===== src/rtl/shift_pkg.sv =====
// Shared types for the shift pipeline: op encoding and its width.
package shift_pkg;

  localparam int OP_W = 2;

  typedef enum logic [OP_W-1:0] {
    SLL = 2'b00,
    SRL = 2'b01,
    SRA = 2'b10,
    ROR = 2'b11
  } shift_op_t;

endpackage


===== src/rtl/shift_stage.sv =====
// Combinational group of right-shift levels LO..HI-1 (HI exclusive).
// Wrap muxing exists only when SHIFT_PIPE_ROTATE_EN is defined.
module shift_stage #(
  parameter int WIDTH = 32,
  parameter int DEPTH = $clog2(WIDTH),
  parameter int LO    = 0,
  parameter int HI    = 1
) (
  input  logic [WIDTH-1:0] data_i,
  input  logic [DEPTH-1:0] b_i,
  input  logic             fill_i,
`ifdef SHIFT_PIPE_ROTATE_EN
  input  logic             rot_i,
`endif
  output logic [WIDTH-1:0] data_o
);

  logic [WIDTH-1:0] lvl [LO:HI];
  logic             unused_b;

  assign lvl[LO]  = data_i;
  assign unused_b = ^b_i;

  for (genvar j = LO; j < HI; j++) begin : g_lvl
    localparam int SH = 1 << j;
    logic [WIDTH-1:0] shifted;

    for (genvar i = 0; i < WIDTH; i++) begin : g_bit
      localparam int SRC = (i + SH) % WIDTH;
      if (i + SH < WIDTH) begin : g_in
        assign shifted[i] = lvl[j][SRC];
      end else begin : g_edge
`ifdef SHIFT_PIPE_ROTATE_EN
        assign shifted[i] = rot_i ? lvl[j][SRC] : fill_i;
`else
        assign shifted[i] = fill_i;
`endif
      end
    end

    assign lvl[j+1] = b_i[j] ? shifted : lvl[j];
  end

  assign data_o = lvl[HI];

endmodule


===== src/rtl/shift_pipe.sv =====
// Pipelined barrel shifter (SLL/SRL/SRA/ROR) with valid/ready handshake and tag.
// Define SHIFT_PIPE_ROTATE_EN to make op 11 rotate right; otherwise it acts as SRL.
module shift_pipe
  import shift_pkg::*;
#(
  parameter int WIDTH  = 32,
  parameter int DEPTH  = $clog2(WIDTH),
  parameter int STAGES = 2,
  parameter int TAG_W  = 4
) (
  input  logic             clk,
  input  logic             rst,
  input  logic             flush,
  input  logic             in_valid,
  output logic             in_ready,
  input  logic [WIDTH-1:0] in_a,
  input  logic [DEPTH-1:0] in_b,
  input  logic [OP_W-1:0]  in_op,
  input  logic [TAG_W-1:0] in_tag,
  output logic             out_valid,
  input  logic             out_ready,
  output logic [WIDTH-1:0] out_data,
  output logic [TAG_W-1:0] out_tag
);

  localparam int LAST = STAGES - 1;

  logic [STAGES-1:0] valid_q, valid_d, fill_q, fill_d, rev_q, rev_d, load;
  logic [WIDTH-1:0]  data_q [STAGES];
  logic [WIDTH-1:0]  data_d [STAGES];
  logic [DEPTH-1:0]  b_q    [STAGES];
  logic [DEPTH-1:0]  b_d    [STAGES];
  shift_op_t         op_q   [STAGES];
  shift_op_t         op_d   [STAGES];
  logic [TAG_W-1:0]  tag_q  [STAGES];
  logic [TAG_W-1:0]  tag_d  [STAGES];

  logic [STAGES-1:0] stg_valid, stg_fill, stg_rev;
  logic [WIDTH-1:0]  stg_data [STAGES];
  logic [WIDTH-1:0]  stg_res  [STAGES];
  logic [DEPTH-1:0]  stg_b    [STAGES];
  shift_op_t         stg_op   [STAGES];
  logic [TAG_W-1:0]  stg_tag  [STAGES];

  shift_op_t        op_in;
  logic [WIDTH-1:0] a_pre;
  logic             unused_tail;

  // Left shifts run through the right-shift datapath on a bit-reversed operand.
  assign op_in = shift_op_t'(in_op);

  always_comb begin
    a_pre = in_a;
    if (op_in == SLL) begin
      for (int i = 0; i < WIDTH; i++) a_pre[i] = in_a[WIDTH-1-i];
    end
  end

  for (genvar s = 0; s < STAGES; s++) begin : g_stage
    if (s == 0) begin : g_head
      assign stg_valid[s] = in_valid && in_ready;
      assign stg_data[s]  = a_pre;
      assign stg_b[s]     = in_b;
      assign stg_op[s]    = op_in;
      assign stg_fill[s]  = (op_in == SRA) && in_a[WIDTH-1];
      assign stg_rev[s]   = (op_in == SLL);
      assign stg_tag[s]   = in_tag;
    end else begin : g_body
      assign stg_valid[s] = valid_q[s-1];
      assign stg_data[s]  = data_q[s-1];
      assign stg_b[s]     = b_q[s-1];
      assign stg_op[s]    = op_q[s-1];
      assign stg_fill[s]  = fill_q[s-1];
      assign stg_rev[s]   = rev_q[s-1];
      assign stg_tag[s]   = tag_q[s-1];
    end

    shift_stage #(
      .WIDTH (WIDTH),
      .DEPTH (DEPTH),
      .LO    (s * DEPTH / STAGES),
      .HI    ((s + 1) * DEPTH / STAGES)
    ) u_stage (
      .data_i (stg_data[s]),
      .b_i    (stg_b[s]),
      .fill_i (stg_fill[s]),
`ifdef SHIFT_PIPE_ROTATE_EN
      .rot_i  (stg_op[s] == ROR),
`endif
      .data_o (stg_res[s])
    );
  end

  // Stage k may load unless it and every stage after it are full while out_ready is low.
  always_comb begin
    logic full_tail;
    full_tail = 1'b1;
    load      = '0;
    for (int k = 0; k < STAGES; k++) begin
      full_tail = 1'b1;
      for (int m = k; m < STAGES; m++) full_tail = full_tail & valid_q[m];
      load[k] = out_ready || !full_tail;
    end
  end

  assign in_ready = load[0] && !flush && !rst;

  always_comb begin
    valid_d = valid_q;
    fill_d  = fill_q;
    rev_d   = rev_q;
    data_d  = data_q;
    b_d     = b_q;
    op_d    = op_q;
    tag_d   = tag_q;
    for (int k = 0; k < STAGES; k++) begin
      if (load[k]) begin
        valid_d[k] = stg_valid[k];
        data_d[k]  = stg_res[k];
        b_d[k]     = stg_b[k];
        op_d[k]    = stg_op[k];
        fill_d[k]  = stg_fill[k];
        rev_d[k]   = stg_rev[k];
        tag_d[k]   = stg_tag[k];
      end
    end
    if (flush) valid_d = '0;
  end

  always_ff @(posedge clk) begin
    if (rst) begin
      valid_q <= '0;
      fill_q  <= '0;
      rev_q   <= '0;
      for (int k = 0; k < STAGES; k++) begin
        data_q[k] <= '0;
        b_q[k]    <= '0;
        op_q[k]   <= SLL;
        tag_q[k]  <= '0;
      end
    end else begin
      valid_q <= valid_d;
      fill_q  <= fill_d;
      rev_q   <= rev_d;
      data_q  <= data_d;
      b_q     <= b_d;
      op_q    <= op_d;
      tag_q   <= tag_d;
    end
  end

  always_comb begin
    out_data = data_q[LAST];
    if (rev_q[LAST]) begin
      for (int i = 0; i < WIDTH; i++) out_data[i] = data_q[LAST][WIDTH-1-i];
    end
  end

  assign out_valid   = valid_q[LAST];
  assign out_tag     = tag_q[LAST];
  assign unused_tail = ^{b_q[LAST], op_q[LAST], fill_q[LAST]};

endmodule


===== config.mk =====
export PLATFORM = sky130hd
export DESIGN_NAME = shift_pipe
export DESIGN_NICKNAME = d
export VERILOG_FILES = /design/src/rtl/shift_pkg.sv /design/src/rtl/shift_stage.sv /design/src/rtl/shift_pipe.sv
export SDC_FILE = /design/constraint.sdc
export NUM_CORES = 1
export LEC_CHECK = 0
export CORE_UTILIZATION = 25
export DETAILED_ROUTE_END_ITERATION = 7
export PLACE_DENSITY = 0.56
export RECOVER_POWER = 25
export SYNTH_ARGS = -nofsm -noshare
export SYNTH_HDL_FRONTEND = slang
export SYNTH_SLANG_ARGS = --single-unit

===== constraint.sdc =====
create_clock -name clk -period 1.86 [get_ports clk]
set_clock_uncertainty 0.15 [all_clocks]
set_input_delay 0.465 -clock clk [delete_from_list [all_inputs] [get_ports clk]]
set_output_delay 0.465 -clock clk [all_outputs]
set_load 0.02 [all_outputs]

Yosys cells after proc, flatten, opt, wreduce, memory -nomap -nowiden
Index checks and enable logic that the tools add are counted.

Bits of input ports: 48. Word-level logic and storage cells: 31. Bits in registers: 82. Output and inout bits: 38.

Reduce and logical (&&, ||, !) cells: 12. Equality and inequality tests: 1. Mux-type cells: 7. Bitwise operators: 1.

Operator list (count): two-way mux 32 bit (7); logical AND 1 bit (4); zero test 1 bit (4); == test 2 bit, second input constant (1); zero test 2 bit (1); logical OR 1 bit (2); OR reduction 2 bit (1); bitwise AND 1 bit (1).

Logic depth before layout (Yosys ltp)
Word-level depth: 6. Mapped depth: 7.

Hierarchy
Synthesis repeated with hierarchy kept, for this count alone.

Cell total of the unflattened synthesis: 613. Area total of the unflattened synthesis: 5549.1 um2.

By module, submodules not included: shift_pipe (times used 1, area an instance 3631.0 um2, cells an instance 430); shift_stage (g_stage[1].u_stage) (times used 1, area an instance 1111.1 um2, cells an instance 141); shift_stage (g_stage[0].u_stage) (times used 1, area an instance 807.0 um2, cells an instance 42).

Least setup slack after synthesis
No wires, ideal clock.

Kind: input to output. From: in rst. To: out in_ready. Required time: 1.245 ns. Arrival time: 1.512 ns. Stages on the path: 4. Setup slack: -0.267 ns. Path buffers: 3. Cells stage by stage: clkbuf_1 -> clkbuf_1 -> buf_1 -> nor3_1.

Longest elaborated chain between the ends: 2.

RTL lines: start, declared (line shift_pipe.sv:12) `input logic rst,`; zero test 1 bit (line shift_pipe.sv:106) `assign in_ready = load[0] && !flush && !rst;`; logical AND 1 bit (line shift_pipe.sv:106); end, declared (line shift_pipe.sv:15) `output logic in_ready,`.

Every way passes these cells.

Final worst setup path
From: reg rev_q[1]. To: out out_data[18].

Longest elaborated chain between the ends: 1.

RTL lines: start, declared (line shift_pipe.sv:28) `logic [STAGES-1:0] valid_q, valid_d, fill_q, fill_d, rev_q, rev_d, load;`; start signal, assigned (line shift_pipe.sv:144) `rev_q <= rev_d;`; two-way mux 32 bit (line shift_pipe.sv:154) `if (rev_q[LAST]) begin`; end, declared (line shift_pipe.sv:22) `output logic [WIDTH-1:0] out_data,`.

Every way passes these cells.

==> impl_metrics.tcl <==
set metrics [dict create \
    grt_max_degree 33 \
    syn-cell-area_mm2 0.00499 \
    yosysTopAreaCellShare 0.321 \
    worstSetupEndpointType "output pin" \
    crit_start "rev_q[1]$_SDFFE_PP0P_" \
    ir_drop_v 0.000372 \
    switching_power_uw 1440 \
    async_flop_share 0 \
    synth_cell_types 38 \
    maxCapViolations 0 \
    max_freq_ghz 0.502 \
    antenna_found_initial 0 \
    layout.nets 656 \
    reg2reg_slack_ps 30 \
    tns_ps -3400 \
    post-route-util 0.355 \
    fin_crit_sh 1.07 \
    synth-main-ff-cell "dfxtp_1" \
    grt_pass1_vias 4283 \
    slew_viol_final 0 \
    numCtsBuffers 9 \
    clockPowerShare 0.354 \
    root_buffer "clkbuf_16" \
    hp-class "reg -> reg" \
    viasPerCell 5.02 \
    ys_seq_elements 80 \
    drtPass1Iterations 6 \
    grt_use_total 0.148 \
    coreArea_mm2 0.0195 \
    violations "negative setup slack" \
    hpwlAfterDp_mm 10.8 \
    drtIter0Drc 230 \
    wirelength_mm 14.4 \
    layout_commonest_cell "dfxtp_1" \
    cts_tree "built" \
    power_frac_seq 0.393 \
    antenna_cells 0 \
    worst_pin_slew_ps 540 \
    syn_inst 492 \
    initial_core_util 0.255 \
    areaGrowthSynthToFinish_pct 39.0 \
    via_count 4406 \
    power_density_mw_per_mm2 729 \
    dp_slack_ps -685 \
    critical_path_required_ps 1240 \
    hold_viol 0 \
    synth_warnings 0 \
    postCtsHoldBufs 0 \
    synthesis.nets 540 \
    worstPathMaxFanout 15 \
    layout_common_cells "dfxtp_1, nor2_1, mux4_2, buf_4, o22ai_1" \
    ant_nets 0 \
    syn_area_per_cell_um2 10.1 \
    die-area_mm2 0.0205 \
    h-tree-depth 3 \
    die_w_um 143 \
    finalSetupViolCount 32 \
    ios 86 \
    routabilityCongestion 0.795 \
    fin_crit_ps 1990 \
    critical_path_class "reg -> out" \
    drive_above_1_share 0.370 \
    fp.dieH_um 143 \
    internal_power_uw 3610 \
    setup_ws_ps -131 \
    reg2reg_to "data_q[15]$_SDFFE_PP0P_" \
    routedWlPerCell_um 16.5 \
    synth.area.top_cells "dfxtp_1, mux4_2, mux2_2" \
    power_leakage_uw 0.00273 \
    reg2reg_from "b_q[7]$_SDFFE_PP0P_" \
    clk_pin_slew_ps 60 \
    startpoint_type "register" \
    grt-ovfl-total 0 \
    clock_path_buffers 2 \
    drc 0 \
    portBuffers 85 \
    endpoint "out_data[18]" \
    clk_latency_ps 340 \
    worstPathArrival_ps 1380 \
    cts.sinks 80 \
    pwr-share-comb 0.254 \
    status "finished with violations" \
    synth_edf_count 0 \
    relSlewSlack 0.637 \
    fp-row-count 51 \
    grt_pass1_wl_mm 23.4 \
    swShare 0.286 \
    grt_setup_unrepaired "true" \
    yosysTopAreaCell "dfxtp_1" \
    synth-seq-area-share 0.321 \
    reg2reg_depth 4 \
]
[per-stage QoR]
stage / area, um2 / hold slack [ps] / std cells / power, uW
floorplan: 5000 / 282 / 492 / 2740
global placement: 6420 / 289 / 846 / 3230
detailed placement: 6420 / 297 / 846 / 3250
CTS: 6910 / 301 / 876 / 5070
global route: 6930 / 323 / 878 / 5290
finish: 6930 / 303 / 878 / 5050
[worst min-delay path by stage]
stage / from / endpoint / slack, ps / cells past startpoint
floorplan: stg_tag[0]$_SDFFE_PP0P_ / stg_tag[0]$_SDFFE_PP0P_ / 280 / 2
global placement: stg_tag[1]$_SDFFE_PP0P_ / stg_tag[1]$_SDFFE_PP0P_ / 290 / 2
detailed placement: out_tag[2]$_SDFFE_PP0P_ / out_tag[2]$_SDFFE_PP0P_ / 300 / 2
CTS: out_tag[2]$_SDFFE_PP0P_ / out_tag[2]$_SDFFE_PP0P_ / 300 / 2
global route: stg_tag[0]$_SDFFE_PP0P_ / stg_tag[0]$_SDFFE_PP0P_ / 320 / 2
finish: out_tag[1]$_SDFFE_PP0P_ / out_tag[1]$_SDFFE_PP0P_ / 300 / 2
[registers in the layout, indices dropped and copies added, names as in the netlist]
register and count:
b_q 3, data_q 64, fill_q 1, out_tag 4, rev_q 2, stg_tag 4, valid_q 2
[power groups by stage]
| stage | logic (uW) | registers [uW] | clock network (uW) |
|---|---|---|---|
| detailed placement | 1230 | 2020 | 0 |
| floorplan | 768 | 1970 | 0 |
| CTS | 1270 | 1980 | 1820 |
| finish | 1280 | 1980 | 1790 |
| global placement | 1220 | 2010 | 0 |
| global route | 1370 | 2000 | 1910 |
[kinds of logic after synthesis]
family                    share of synthesized area
DFF                                           0.321
and+or+nand+nor                               0.148
muxes                                         0.338
AOI/OAI and AO/OA                             0.130
xor gates and xnor gates                    0.00326
buffers and inverters                        0.0597
[critical path: stages, from the launching register on]
cell and delay (ps):
dfxtp_4 380, buf_12 150, mux2_2 350, buf_4 160
[synth_stat cells, drive strengths merged (5+ instances only)]
master	count
clkbuf	29
nor3	42
o211ai	6
o22ai	47
buf	21
nor2b	14
inv	7
nand2	36
nand2b	5
dfxtp	80
a21oi	24
mux4	54
a211oi	7
nor2	58
mux2	32
mux2i	10
[per-layer routing]
layer / up-vias / track usage / routed length (um)
li1: 2112 / - / -
met1: 2133 / 0.206 / 6910
met2: 148 / 0.238 / 6680
met3: 13 / 0.0218 / 694
met4: 0 / 0.0409 / 166
met5: - / 0 / 0
[final cells by class]
class | instances | area [um2]
Clock buffer | 9 | 225
Fill cell | 1969 | 12600
Timing Repair Buffer | 155 | 1500
Multi-Input combinational cell | 355 | 3160
Clock inverter | 7 | 78.8
Sequential cell | 80 | 1610
Inverter | 7 | 26.3
Tap cell | 265 | 332
[what timing repair did]
action / in CTS / in global routing
pin swaps: 6 / 2
cloned: 7 / 0
gates resized for setup: 173 / 17
endpoints found under the setup margin: 74 / 37
buffers inserted: 7 / 3
Power figures use the tool's default switching activity.
